### config.mk
export PLATFORM = sky130hd
export DESIGN_NAME = sd_dat_rx_crc
export DESIGN_NICKNAME = d
export VERILOG_FILES = /design/src/rtl/sd_dat_pkg.sv /design/src/rtl/sd_crc16_chk.sv /design/src/rtl/sd_dat_rx_crc.sv
export SDC_FILE = /design/constraint.sdc
export NUM_CORES = 1
export LEC_CHECK = 0
export ABC_AREA = 1
export CORE_MARGIN = 2
export CORE_UTILIZATION = 27
export CTS_CLUSTER_SIZE = 14
export DETAILED_ROUTE_END_ITERATION = 16
export SETUP_SLACK_MARGIN = 0.02
export SYNTH_ARGS = -nofsm -noshare
export SYNTH_HDL_FRONTEND = slang
export SYNTH_SLANG_ARGS = --single-unit
### constraint.sdc
create_clock -name CLK -period 5.4 [get_ports CLK]
set_clock_uncertainty 0.1 [all_clocks]
set_input_delay 1.08 -clock CLK [delete_from_list [all_inputs] [get_ports CLK]]
set_output_delay 1.08 -clock CLK [all_outputs]
set_load 0.01 [all_outputs]
### src/rtl/sd_dat_pkg.sv
// Shared types and constants for the SD DAT0 receive path.
// The CRC constants match the transmit-side CRC-16 generator.
package sd_dat_pkg;

  typedef enum logic [2:0] {
    ST_IDLE,
    ST_WAIT_START,
    ST_DATA,
    ST_CRC,
    ST_END
  } state_e;

  localparam int unsigned CRC_W   = 16;
  localparam int unsigned CRC_CNT_W = 4;

  localparam logic [CRC_W-1:0] CRC16_POLY = 16'h1021;
  localparam logic [CRC_W-1:0] CRC16_INIT = 16'h0000;

  localparam logic START_BIT = 1'b0;
  localparam logic END_BIT   = 1'b1;

endpackage

### src/rtl/sd_crc16_chk.sv
// Serial CRC-16 (x^16+x^12+x^5+1) LFSR, bit-identical to the transmit generator,
// with a synchronous clear added for per-block restart.
module sd_crc16_chk
  import sd_dat_pkg::*;
(
  input  logic             CLK,
  input  logic             RST,
  input  logic             clr,
  input  logic             en,
  input  logic             bit_i,
  output logic [CRC_W-1:0] crc_o
);

  logic fb;

  assign fb = bit_i ^ crc_o[CRC_W-1];

  // Clear wins over enable so a block always starts from the init value.
  always_ff @(posedge CLK or posedge RST) begin
    if (RST) begin
      crc_o <= CRC16_INIT;
    end else if (clr) begin
      crc_o <= CRC16_INIT;
    end else if (en) begin
      crc_o <= {crc_o[CRC_W-2:0], 1'b0} ^ (fb ? CRC16_POLY : CRC_W'(0));
    end
  end

endmodule

### src/rtl/sd_dat_rx_crc.sv
// Single-lane SD read-block receiver: start bit, N bytes MSB-first, CRC-16, end bit.
// Streams bytes to the block buffer and reports status to the data-path controller.
module sd_dat_rx_crc
  import sd_dat_pkg::*;
#(
  parameter int unsigned LEN_W = 12,
  parameter int unsigned TO_W  = 16
) (
  input  logic             CLK,
  input  logic             RST,
  input  logic             arm_i,
  input  logic             abort_i,
  input  logic [LEN_W-1:0] blk_len_i,
  input  logic [TO_W-1:0]  timeout_i,
  input  logic             dat_i,
  output logic [7:0]       byte_o,
  output logic             byte_vld_o,
  output logic             busy_o,
  output logic             done_o,
  output logic             crc_err_o,
  output logic             end_err_o,
  output logic             to_err_o,
  output logic             len_err_o
);

  localparam int unsigned BIT_W = LEN_W + 3;

  state_e state, state_nxt;

  logic [LEN_W-1:0]     len_q;
  logic [TO_W-1:0]      to_q;
  logic [TO_W-1:0]      to_cnt;
  logic [BIT_W-1:0]     bit_cnt;
  logic [6:0]           shift_q;
  logic [CRC_CNT_W-1:0] crc_cnt;
  logic [CRC_W-1:0]     rx_crc;
  logic [CRC_W-1:0]     crc_calc;
  logic                 done_pend;

  logic len_zero_c;
  logic to_hit_c;
  logic last_bit_c;
  logic byte_end_c;
  logic crc_last_c;

  logic load_c;
  logic crc_clr_c;
  logic crc_en_c;
  logic byte_fire_c;
  logic timeout_c;
  logic finish_c;
  logic len_fail_c;

  assign len_zero_c = (blk_len_i == '0);
  assign to_hit_c   = (dat_i != START_BIT) && (to_q != '0) &&
                      ((to_cnt + TO_W'(1)) == to_q);
  assign last_bit_c = (bit_cnt == ({len_q, 3'b000} - BIT_W'(1)));
  assign byte_end_c = (bit_cnt[2:0] == 3'd7);
  assign crc_last_c = (crc_cnt == CRC_CNT_W'(CRC_W - 1));

  // State register
  always_ff @(posedge CLK or posedge RST) begin
    if (RST) begin
      state <= ST_IDLE;
    end else begin
      state <= state_nxt;
    end
  end

  // Next-state logic; abort overrides every transition
  always_comb begin
    state_nxt = state;
    if (abort_i) begin
      state_nxt = ST_IDLE;
    end else begin
      case (state)
        ST_IDLE:       if (arm_i && !len_zero_c) state_nxt = ST_WAIT_START;
        ST_WAIT_START: begin
          if (dat_i == START_BIT) begin
            state_nxt = ST_DATA;
          end else if (to_hit_c) begin
            state_nxt = ST_IDLE;
          end
        end
        ST_DATA:       if (last_bit_c) state_nxt = ST_CRC;
        ST_CRC:        if (crc_last_c) state_nxt = ST_END;
        ST_END:        state_nxt = ST_IDLE;
        default:       state_nxt = ST_IDLE;
      endcase
    end
  end

  // Per-state control strobes; all suppressed by abort
  always_comb begin
    load_c      = 1'b0;
    crc_clr_c   = 1'b0;
    crc_en_c    = 1'b0;
    byte_fire_c = 1'b0;
    timeout_c   = 1'b0;
    finish_c    = 1'b0;
    len_fail_c  = 1'b0;
    if (!abort_i) begin
      case (state)
        ST_IDLE: begin
          if (arm_i) begin
            load_c     = 1'b1;
            crc_clr_c  = 1'b1;
            len_fail_c = len_zero_c;
          end
        end
        ST_WAIT_START: timeout_c = to_hit_c;
        ST_DATA: begin
          crc_en_c    = 1'b1;
          byte_fire_c = byte_end_c;
        end
        ST_END:  finish_c = 1'b1;
        default: ;
      endcase
    end
  end

  sd_crc16_chk u_crc (
    .CLK   (CLK),
    .RST   (RST),
    .clr   (crc_clr_c),
    .en    (crc_en_c),
    .bit_i (dat_i),
    .crc_o (crc_calc)
  );

  // Datapath: counters, shifters, status flags. Terminal events set their flags
  // first and raise done_o one cycle later, so done_o always sees settled flags.
  always_ff @(posedge CLK or posedge RST) begin
    if (RST) begin
      len_q      <= '0;
      to_q       <= '0;
      to_cnt     <= '0;
      bit_cnt    <= '0;
      shift_q    <= '0;
      crc_cnt    <= '0;
      rx_crc     <= '0;
      done_pend  <= 1'b0;
      byte_o     <= '0;
      byte_vld_o <= 1'b0;
      busy_o     <= 1'b0;
      done_o     <= 1'b0;
      crc_err_o  <= 1'b0;
      end_err_o  <= 1'b0;
      to_err_o   <= 1'b0;
      len_err_o  <= 1'b0;
    end else begin
      byte_vld_o <= byte_fire_c;
      busy_o     <= (state_nxt != ST_IDLE);
      done_o     <= done_pend && !abort_i;
      done_pend  <= finish_c || timeout_c || len_fail_c;

      if (byte_fire_c) begin
        byte_o <= {shift_q, dat_i};
      end

      if (load_c) begin
        len_q     <= blk_len_i;
        to_q      <= timeout_i;
        to_cnt    <= '0;
        bit_cnt   <= '0;
        crc_cnt   <= '0;
        crc_err_o <= 1'b0;
        end_err_o <= 1'b0;
        to_err_o  <= 1'b0;
        len_err_o <= len_zero_c;
      end

      if (state == ST_WAIT_START && dat_i != START_BIT) begin
        to_cnt <= to_cnt + TO_W'(1);
      end

      if (state == ST_DATA) begin
        shift_q <= {shift_q[5:0], dat_i};
        bit_cnt <= bit_cnt + BIT_W'(1);
      end

      if (state == ST_CRC) begin
        rx_crc  <= {rx_crc[CRC_W-2:0], dat_i};
        crc_cnt <= crc_cnt + CRC_CNT_W'(1);
      end

      if (timeout_c) begin
        to_err_o <= 1'b1;
      end

      if (finish_c) begin
        end_err_o <= (dat_i != END_BIT);
        crc_err_o <= (rx_crc != crc_calc);
      end
    end
  end

endmodule

; ---- Word-level counts from Yosys, hierarchy flattened
; Cells that the tools add are included.
; Widths: inputs -> output; s select.
[totals]
reg_bits = 121
latchBits = 0
ramBits = 0
mem_bits_ro = 0
input_bits = 33
output_inout_bits = 15
memories = 0
[classes]
addsub = 4
multipliers = 0
div = 0
magnitude_cmp = 0
n_eq_ne = 9
n_shift = 0
mux = 34
n_bitwise = 3
n_reduce_logical = 19
[ops]
columns = operator, n
row1 = $mux 16, 4
row2 = $mux 15, 2
row3 = $mux 1, 18
row4 = $mux 3, 6
row5 = $add 16x1->16 const B, 1
row6 = $eq 16x16->1, 1
row7 = $ne 16x16->1, 1
row8 = $reduce_bool 16->1, 1
row9 = $xor 16x16->16, 1
row10 = $add 15x1->15 const B, 1
row11 = $eq 15x15->1, 1
row12 = $sub 15x1->15 const B, 1
row13 = $mux 13, 1
row14 = $logic_not 12->1, 1
row15 = $pmux 3 s4, 1
row16 = $reduce_bool 2->1, 6
row17 = $mux 4, 2
row18 = $eq 3x2->1 const B, 2
row19 = $eq 3x3->1 const B, 2
row20 = $logic_and 1x1->1, 5
row21 = $add 4x1->4 const B, 1
row22 = $eq 4x4->1 const B, 1
row23 = $eq 3x1->1 const B, 1
row24 = $logic_not 3->1, 1
row25 = 5 further kinds, 7

; ---- Logic depth before layout (Yosys ltp)
; Gate-level depths: netlist (run 1).
[logic_depth]
ltp_word = 8
depth_mapped = 16

; ---- Hierarchy
; From an unflattened synthesis (run 1), not the netlist that was laid out.
[unflattened]
cells_unflattened = 840
hier_area_um2 = 6342.3
[by_module_without_submodules]
columns = module, instances, cells_each, area_each_um2
row1 = sd_dat_rx_crc, 1, 769, 5666.7
row2 = sd_crc16_chk, 1, 71, 675.6

; ---- Least setup slack after synthesis (run 1)
; No wires, ideal clock.
[synth_timing]
kind = input to register
from = input abort_i
to = register len_q[8]
setup_ns = 0.126
arrival_ns = 2.082
path_slack_ns = 3.092
path_stages = 7
path_cell_list = clkbuf_1 nor3_4 inv_2 buf_2 buf_2 nand2_1 o21ai_0
[synth_via]
elab_chain_len = 1
[synth_rtl]
columns = item, line_no
row1 = start: declaration, sd_dat_rx_crc.sv:12  ; input logic abort_i,
row2 = $mux 1, sd_dat_rx_crc.sv:102  ; if (!abort_i) begin
row3 = end signal: assignment, sd_dat_rx_crc.sv:162  ; len_q <= blk_len_i;
row4 = end: declaration, sd_dat_rx_crc.sv:30  ; logic [LEN_W-1:0] len_q;
; Every way passes these cells.
; A chain may end at the register's enable or synchronous reset.

; ---- Worst setup path after layout (run 1)
[layout_timing]
from = input abort_i
to = register to_cnt[15]
[layout_via]
elab_chain_len = 2
[layout_rtl]
columns = item, line_no
row1 = $mux 1, sd_dat_rx_crc.sv:102
row2 = $reduce_bool 2->1 (no source line), n/a
row3 = end signal: assignment, sd_dat_rx_crc.sv:174  ; to_cnt <= to_cnt + TO_W'(1);
row4 = end: declaration, sd_dat_rx_crc.sv:32  ; logic [TO_W-1:0] to_cnt;
; Every way passes these cells.

==> results by group, run 1 <==
Outcome
  – Status: finished clean

Place
  – Routability cong.: 0.810
  – DPL Wire Length: 11400 um
  – Dpl cells: 1133
  – Dpl cell area: 0.00705 mm2
  – Port Buf Inserts: 47
  – Post-Place Setup Slack: 1680 ps

Die
  – Die Span Y: 156 um
  – Top Ports: 48
  – Core Area: 0.0227 mm2
  – Starting density of the core: 27.6%
  – Die W: 156 um
  – Die ar.: 0.0245 mm2
  – Row count: 55

Min path
  – Class of the worst hold path: flop to flop
  – Hold depth: 2

Yosys
  – Post-synthesis cell area: 0.00627 mm2
  – Yosys top cell by area: dfrtp_1
  – Most frequent cells after synthesis: 241 x nand2_1, 121 x dfrtp_1, 107 x inv_1
  – Ys Warns: 0
  – Seq cells post-synth: 121
  – Syn_area_per_cell: 7.67 um2
  – Share of the yosys chip area belonging to registers: 48.3%
  – Area fraction of the dominant cell type after synthesis: 48.3%
  – Netlist cell types: 30
  – Top_reg_cell synth: dfrtp_1
  – Syn Nets: 856
  – Most numerous cell in the Yosys netlist: nand2_1
  – EDFF count, synth: 0
  – Cell count after synthesis: 818
  – Ys async rst share: 100%
  – Top post-synthesis cells by area: dfrtp_1 48%, nand2_1 14%, inv_1 6.4%, o21ai_0 5.8%, nand3_1 4.9%

Layout
  – Number of fill cells: 2400
  – Register cell area after layout: 0.00303 mm2
  – Layout cell share with drive strength beyond 1: 6.25%
  – Area of the multi-input gates: 0.00274 mm2
  – NumNets Final: 905
  – Area growth syn-to-layout: 21.2%
  – Post-route cell area: 0.00760 mm2
  – Final Non-Filler Cells: 1166
  – Final Util: 33.5%

Pwr
  – Share of power burned in combinational logic: 16.9%
  – Psw: 800 uW
  – Power per cell area: 344 mW/mm2
  – Pleak: 0.00354 uW
  – Internal Pwr Total: 1810 uW
  – Sw Share: 30.6%
  – Maximum resistive drop on vdd: 0.000154 V
  – Seq pwr share: 41.9%
  – Clk network pwr share: 41.2%

Route
  – DR WL/cell: 13.5 um
  – DRC errors left: 0
  – Post-route ant nets: 0
  – Routed WL: 15700 um
  – Via-per-instance ratio: 4.65
  – Via count: 5425
  – DRT iter0 DRCs: 340
  – TritonRoute pass-1 iters: 5

STA
  – Achievable frequency: 307 MHz
  – Unrepaired setup endpoints after global routing: false
  – Final setup violation count: 0
  – Hold Fails Final Rpt: 0
  – Setup TNS: 0 ps
  – Final slew viol count: 0
  – Worst setup margin: 2140 ps
  – Min Tclk post-route: 3260 ps
  – Worst-margin pin slew: 1020 ps
  – Tcrit/Tclk final: 60.3%
  – Max-slew headroom: 32.2%

Global routing
  – Global-route wire length before repair: 26800 um
  – Total gr overflow: 0
  – Pin count of the biggest net entering global routing: 80
  – Initial antenna violation count: 1
  – Gr usage total: 13.9%
  – Number of global-route vias before repair: 5386

Clock tree
  – CTS Hold Bufs: 0
  – Clk slew on worst S/H paths: 60 ps
  – CTS sink count: 121
  – H-tree depth: 4
  – CTS tree: built
  – Longest Clk Path Bufs: 2
  – CTS resizes: 0
  – CTS Buf Count: 17
  – Clock Latency Late Sink: 420 ps
  – # Post-CTS Setup Buffers: 0
  – CTS Root Cell: clkbuf_16

Run
  – Max-cap violations: 0

Critical path
  – Crit path max-delay family: buffers and inverters
  – Crit path capture type: flop
  – Max incr delay on CP: 590 ps
  – CP max stage cell: clkdlybuf4s50_1
  – CP Cell Sequence: clkdlybuf4s50_1 -> nor3_4 -> buf_4 -> inv_2 -> nand2_1 -> o21ai_0
  – CP Depth: 6
  – Crit-path max FO: 54
  – Crit Path Class: input port to flop
  – Required time of the worst setup path: 5570 ps
  – Buffers plus inverters on the worst setup path: 3
  – Crit start category: input port
  – Crit path DAT: 3430 ps
  – Reg2Reg Depth: 6
cell type report:
class	instances	area share (%)
clock buffers	18	5.65
well taps	285	4.69
multi-input cells	564	36.0
clock inverters	14	1.63
flip-flops and latches	121	39.8
repair buffers	51	6.58
diodes	1	0.0329
inverters	112	5.56
cells by family (layout without fill, tap and decap cells):
logic type               after synthesis  after routing  synth area share (%)
XOR/XNOR                              26             26                  3.85
multiplexers                           2              2                 0.319
other                                  0              1                     0
AO/OA/AOI/OAI                        122            122                  10.6
buffers and inverters                133            195                  8.06
AND/OR/NAND/NOR                      409            409                  27.9
adder cells (fa/ha/maj)                5              5                 0.998
flip-flops                           121            121                  48.3
worst paths after layout:
path / startpoint / endpoint / slack, ps
max in group asynchronous: RST / crc_cnt[2] / 3160
hold / removal: shift_q[1] / shift_q[2] / 380
min in group asynchronous: RST / byte_vld_o / 1140
setup reg to reg: state[2] / u_crc.crc_o[6] / 2700
hold reg to reg: shift_q[1] / shift_q[2] / 380
setup / recovery: abort_i / to_cnt[15] / 2140
worst min-delay path: cells and delay by family, from the launching register on:
| kind | cells | cell delay, ps |
|---|---|---|
| compound gates | 1 | 60 |
| flops | 1 | 340 |
| simple gates | 1 | 50 |
cells in the final DEF (no fill, tap or decap), types with 4 or more instances in the layout:
cell             Yosys  layout
a21oi_1             11      11
buf_4                0       4
clkbuf_16            0      17
clkdlybuf4s50_1      0      47
clkinv_2             0       4
clkinvlp_4           0       4
dfrtp_1            121     121
ha_1                 5       5
inv_1              107     106
inv_2                5       5
inv_6                0       4
nand2_1            241     241
nand3_1             61      61
nand4_1             16      16
nor2_1              64      64
nor2_2               8       8
nor3_1               6       6
nor4_1               5       5
o21ai_0             73      73
o22ai_1             27      27
xnor2_1              5       5
xor2_1              20      20
stage by stage:
stage	total power (uW)	hold slack [ps]
2_1_floorplan	1410	334
3_3_place_gp	1550	363
3_5_place_dp	1550	364
4_1_cts	2640	387
5_1_grt	2760	404
6_report	2610	379
state kept, by name, summed over array words and instances (netlist names), 3 cells and up:
signal,cells
bit_cnt,15
byte_o,8
crc_cnt,4
len_q,12
rx_crc,16
shift_q,7
state,3
to_cnt,16
to_q,16
u_crc.crc_o,16
power by group through the flow:
stage | clock, uW | sequential (uW) | combinational (uW)
floorplan | 0 | 1090 | 327
global placement | 0 | 1110 | 439
detailed placement | 0 | 1110 | 446
CTS | 1090 | 1090 | 449
global route | 1140 | 1110 | 516
finish | 1070 | 1090 | 443
routing by layer:
layer	vias to the layer above	part of all wire [%]	routed length (um)	GRT usage [%]
met5	-	0	0	0
met4	0	2.2	352	5.50
met3	23	4.0	628	3.21
met2	97	46	7170	21.6
met1	2561	48	7560	18.7
li1	2744	-	-	-
Power figures use the tool's default switching activity.
==> inputs of run 2 (changes only) <==
Clock period 5.4 ns to 3.14 ns, I/O delays scaled along.
==> results by group, run 2 (synthesis gave the netlist of run 1 again) <==
Pwr
  – Share of power burned in combinational logic: 17.1%
  – Clk network pwr share: 41.5%
  – Pleak: 0.00360 uW
  – Sw Share: 30.9%
  – Internal Pwr Total: 3140 uW
  – Maximum resistive drop on vdd: 0.000312 V
  – Psw: 1410 uW
  – Seq pwr share: 41.4%
  – Power per cell area: 590 mW/mm2

Critical path
  – Reg2Reg Depth: 11
  – Crit Path Class: flop to flop
  – Required time of the worst setup path: 3400 ps
  – Crit start category: flop
  – Crit-path max FO: 6
  – Worst reg2reg setup slack: 940 ps
  – Crit path capture type: flop
  – Reg2reg end: done_pend
  – Reg2reg start: to_cnt[1]
  – Crit path DAT: 2460 ps

Clock tree
  – # Post-CTS Setup Buffers: 0
  – CTS resizes: 0
  – CTS Hold Bufs: 0
  – CTS sink count: 121
  – CTS Root Cell: clkbuf_16
  – Clock Latency Late Sink: 420 ps
  – Longest Clk Path Bufs: 2
  – H-tree depth: 4
  – CTS Buf Count: 17
  – Clk slew on worst S/H paths: 60 ps
  – CTS tree: built

STA
  – Final setup violation count: 0
  – Worst setup margin: 937 ps
  – Unrepaired setup endpoints after global routing: false
  – Achievable frequency: 454 MHz
  – Worst-margin pin slew: 574 ps
  – Setup TNS: 0 ps
  – Min Tclk post-route: 2200 ps
  – Tcrit/Tclk final: 70.2%
  – Final slew viol count: 0
  – Max-slew headroom: 61.6%
  – Hold Fails Final Rpt: 0
  – Hold Worst Slack: 371 ps

Die
  – Die Span Y: 156 um
  – Top Ports: 48
  – Die W: 156 um
  – Die ar.: 0.0245 mm2
  – Core Area: 0.0227 mm2
  – Starting density of the core: 27.6%
  – Row count: 55

Global routing
  – Initial antenna violation count: 1
  – Total gr overflow: 0
  – Global-route wire length before repair: 26900 um
  – Pin count of the biggest net entering global routing: 40
  – Number of global-route vias before repair: 5426
  – Gr usage total: 13.9%

Layout
  – Most frequent cells in the layout: 241 x nand2_1, 121 x dfrtp_1, 106 x inv_1, 73 x o21ai_0, 64 x nor2_1
  – NumNets Final: 914
  – Commonest non-fill, non-tap cell in the layout: nand2_1
  – Post-route cell area: 0.00771 mm2
  – Layout cell share with drive strength beyond 1: 7.21%
  – Area growth syn-to-layout: 22.9%
  – Final Util: 33.9%

Min path
  – Hold depth: 2
  – Worst-case hold path end point: done_o
  – Class of the worst hold path: flop to flop
  – HP Start: done_pend

Route
  – Via-per-instance ratio: 4.60
  – TritonRoute pass-1 iters: 4
  – DRT iter0 DRCs: 325
  – Post-route ant nets: 0
  – DR WL/cell: 13.4 um
  – DRC errors left: 0
  – Routed WL: 15700 um
  – Via count: 5402

Run
  – Max-cap violations: 0

Place
  – Port Buf Inserts: 47
  – Dpl cell area: 0.00714 mm2
  – Routability cong.: 0.863
  – DPL Wire Length: 11500 um
  – Post-Place Setup Slack: 554 ps

Outcome
  – Status: finished clean
==> run 2: cell types whose count changed in the layout (fill, tap and decap cells not counted) <==
cell      delta
buf_12       +2
buf_4        +7
clkbuf_1     -1
clkinv_2     -3
clkinv_4     +2
inv_4        -1
inv_6        +1
inv_8        +1
==> run 2: metal layers <==
metal / wire [um] / global-route usage (%)
met4: 155 / 3.71
met2: 7260 / 22.0
met3: 663 / 4.04
met5: 0 / 0
met1: 7620 / 18.5
==> run 2: worst max-delay path by stage <==
stage	startpoint	end	slack, ps	cells past startpoint
after floorplan	RST	bit_cnt[0]	930	1
after global placement	dat_i	busy_o	600	14
after detailed placement	dat_i	busy_o	550	14
after CTS	to_cnt[1]	done_pend	950	11
after global routing	to_cnt[1]	done_pend	710	11
final	to_cnt[1]	done_pend	940	11
==> run 2: final cells by class <==
class / instances / area (um2)
multi-input combinational: 564 / 2740
fill: 2415 / 15000
sequential: 121 / 3030
clock buffer: 17 / 425
timing repair buffer: 60 / 593
inverter: 112 / 424
antenna: 1 / 2.50
tap: 285 / 357
clock inverter: 14 / 139
==> run 2: metrics by stage <==
step	total power, uW	cells
6_report	4540	1174
5_1_grt	4830	1173
4_1_cts	4600	1173
3_5_place_dp	2690	1142
3_3_place_gp	2680	1142
2_1_floorplan	2430	818
==> run 2: power by group through the flow <==
stage | combinational (uW) | sequential [uW] | clock, uW
2_1_floorplan | 563 | 1870 | 0
3_3_place_gp | 777 | 1910 | 0
3_5_place_dp | 783 | 1910 | 0
4_1_cts | 788 | 1880 | 1930
5_1_grt | 915 | 1910 | 2010
6_report | 776 | 1880 | 1890
==> run 2: worst max-delay path: stages, from the launching register on <==
cell and delay (ps):
dfrtp_1 390, ha_1 210, nand2_1 130, nor2_4 190, nand3_1 150, xor2_1 250, nor2_1 60, nor3_1 280
nand2_1 80, nor2_1 130, nand3_1 100, nand2_1 70
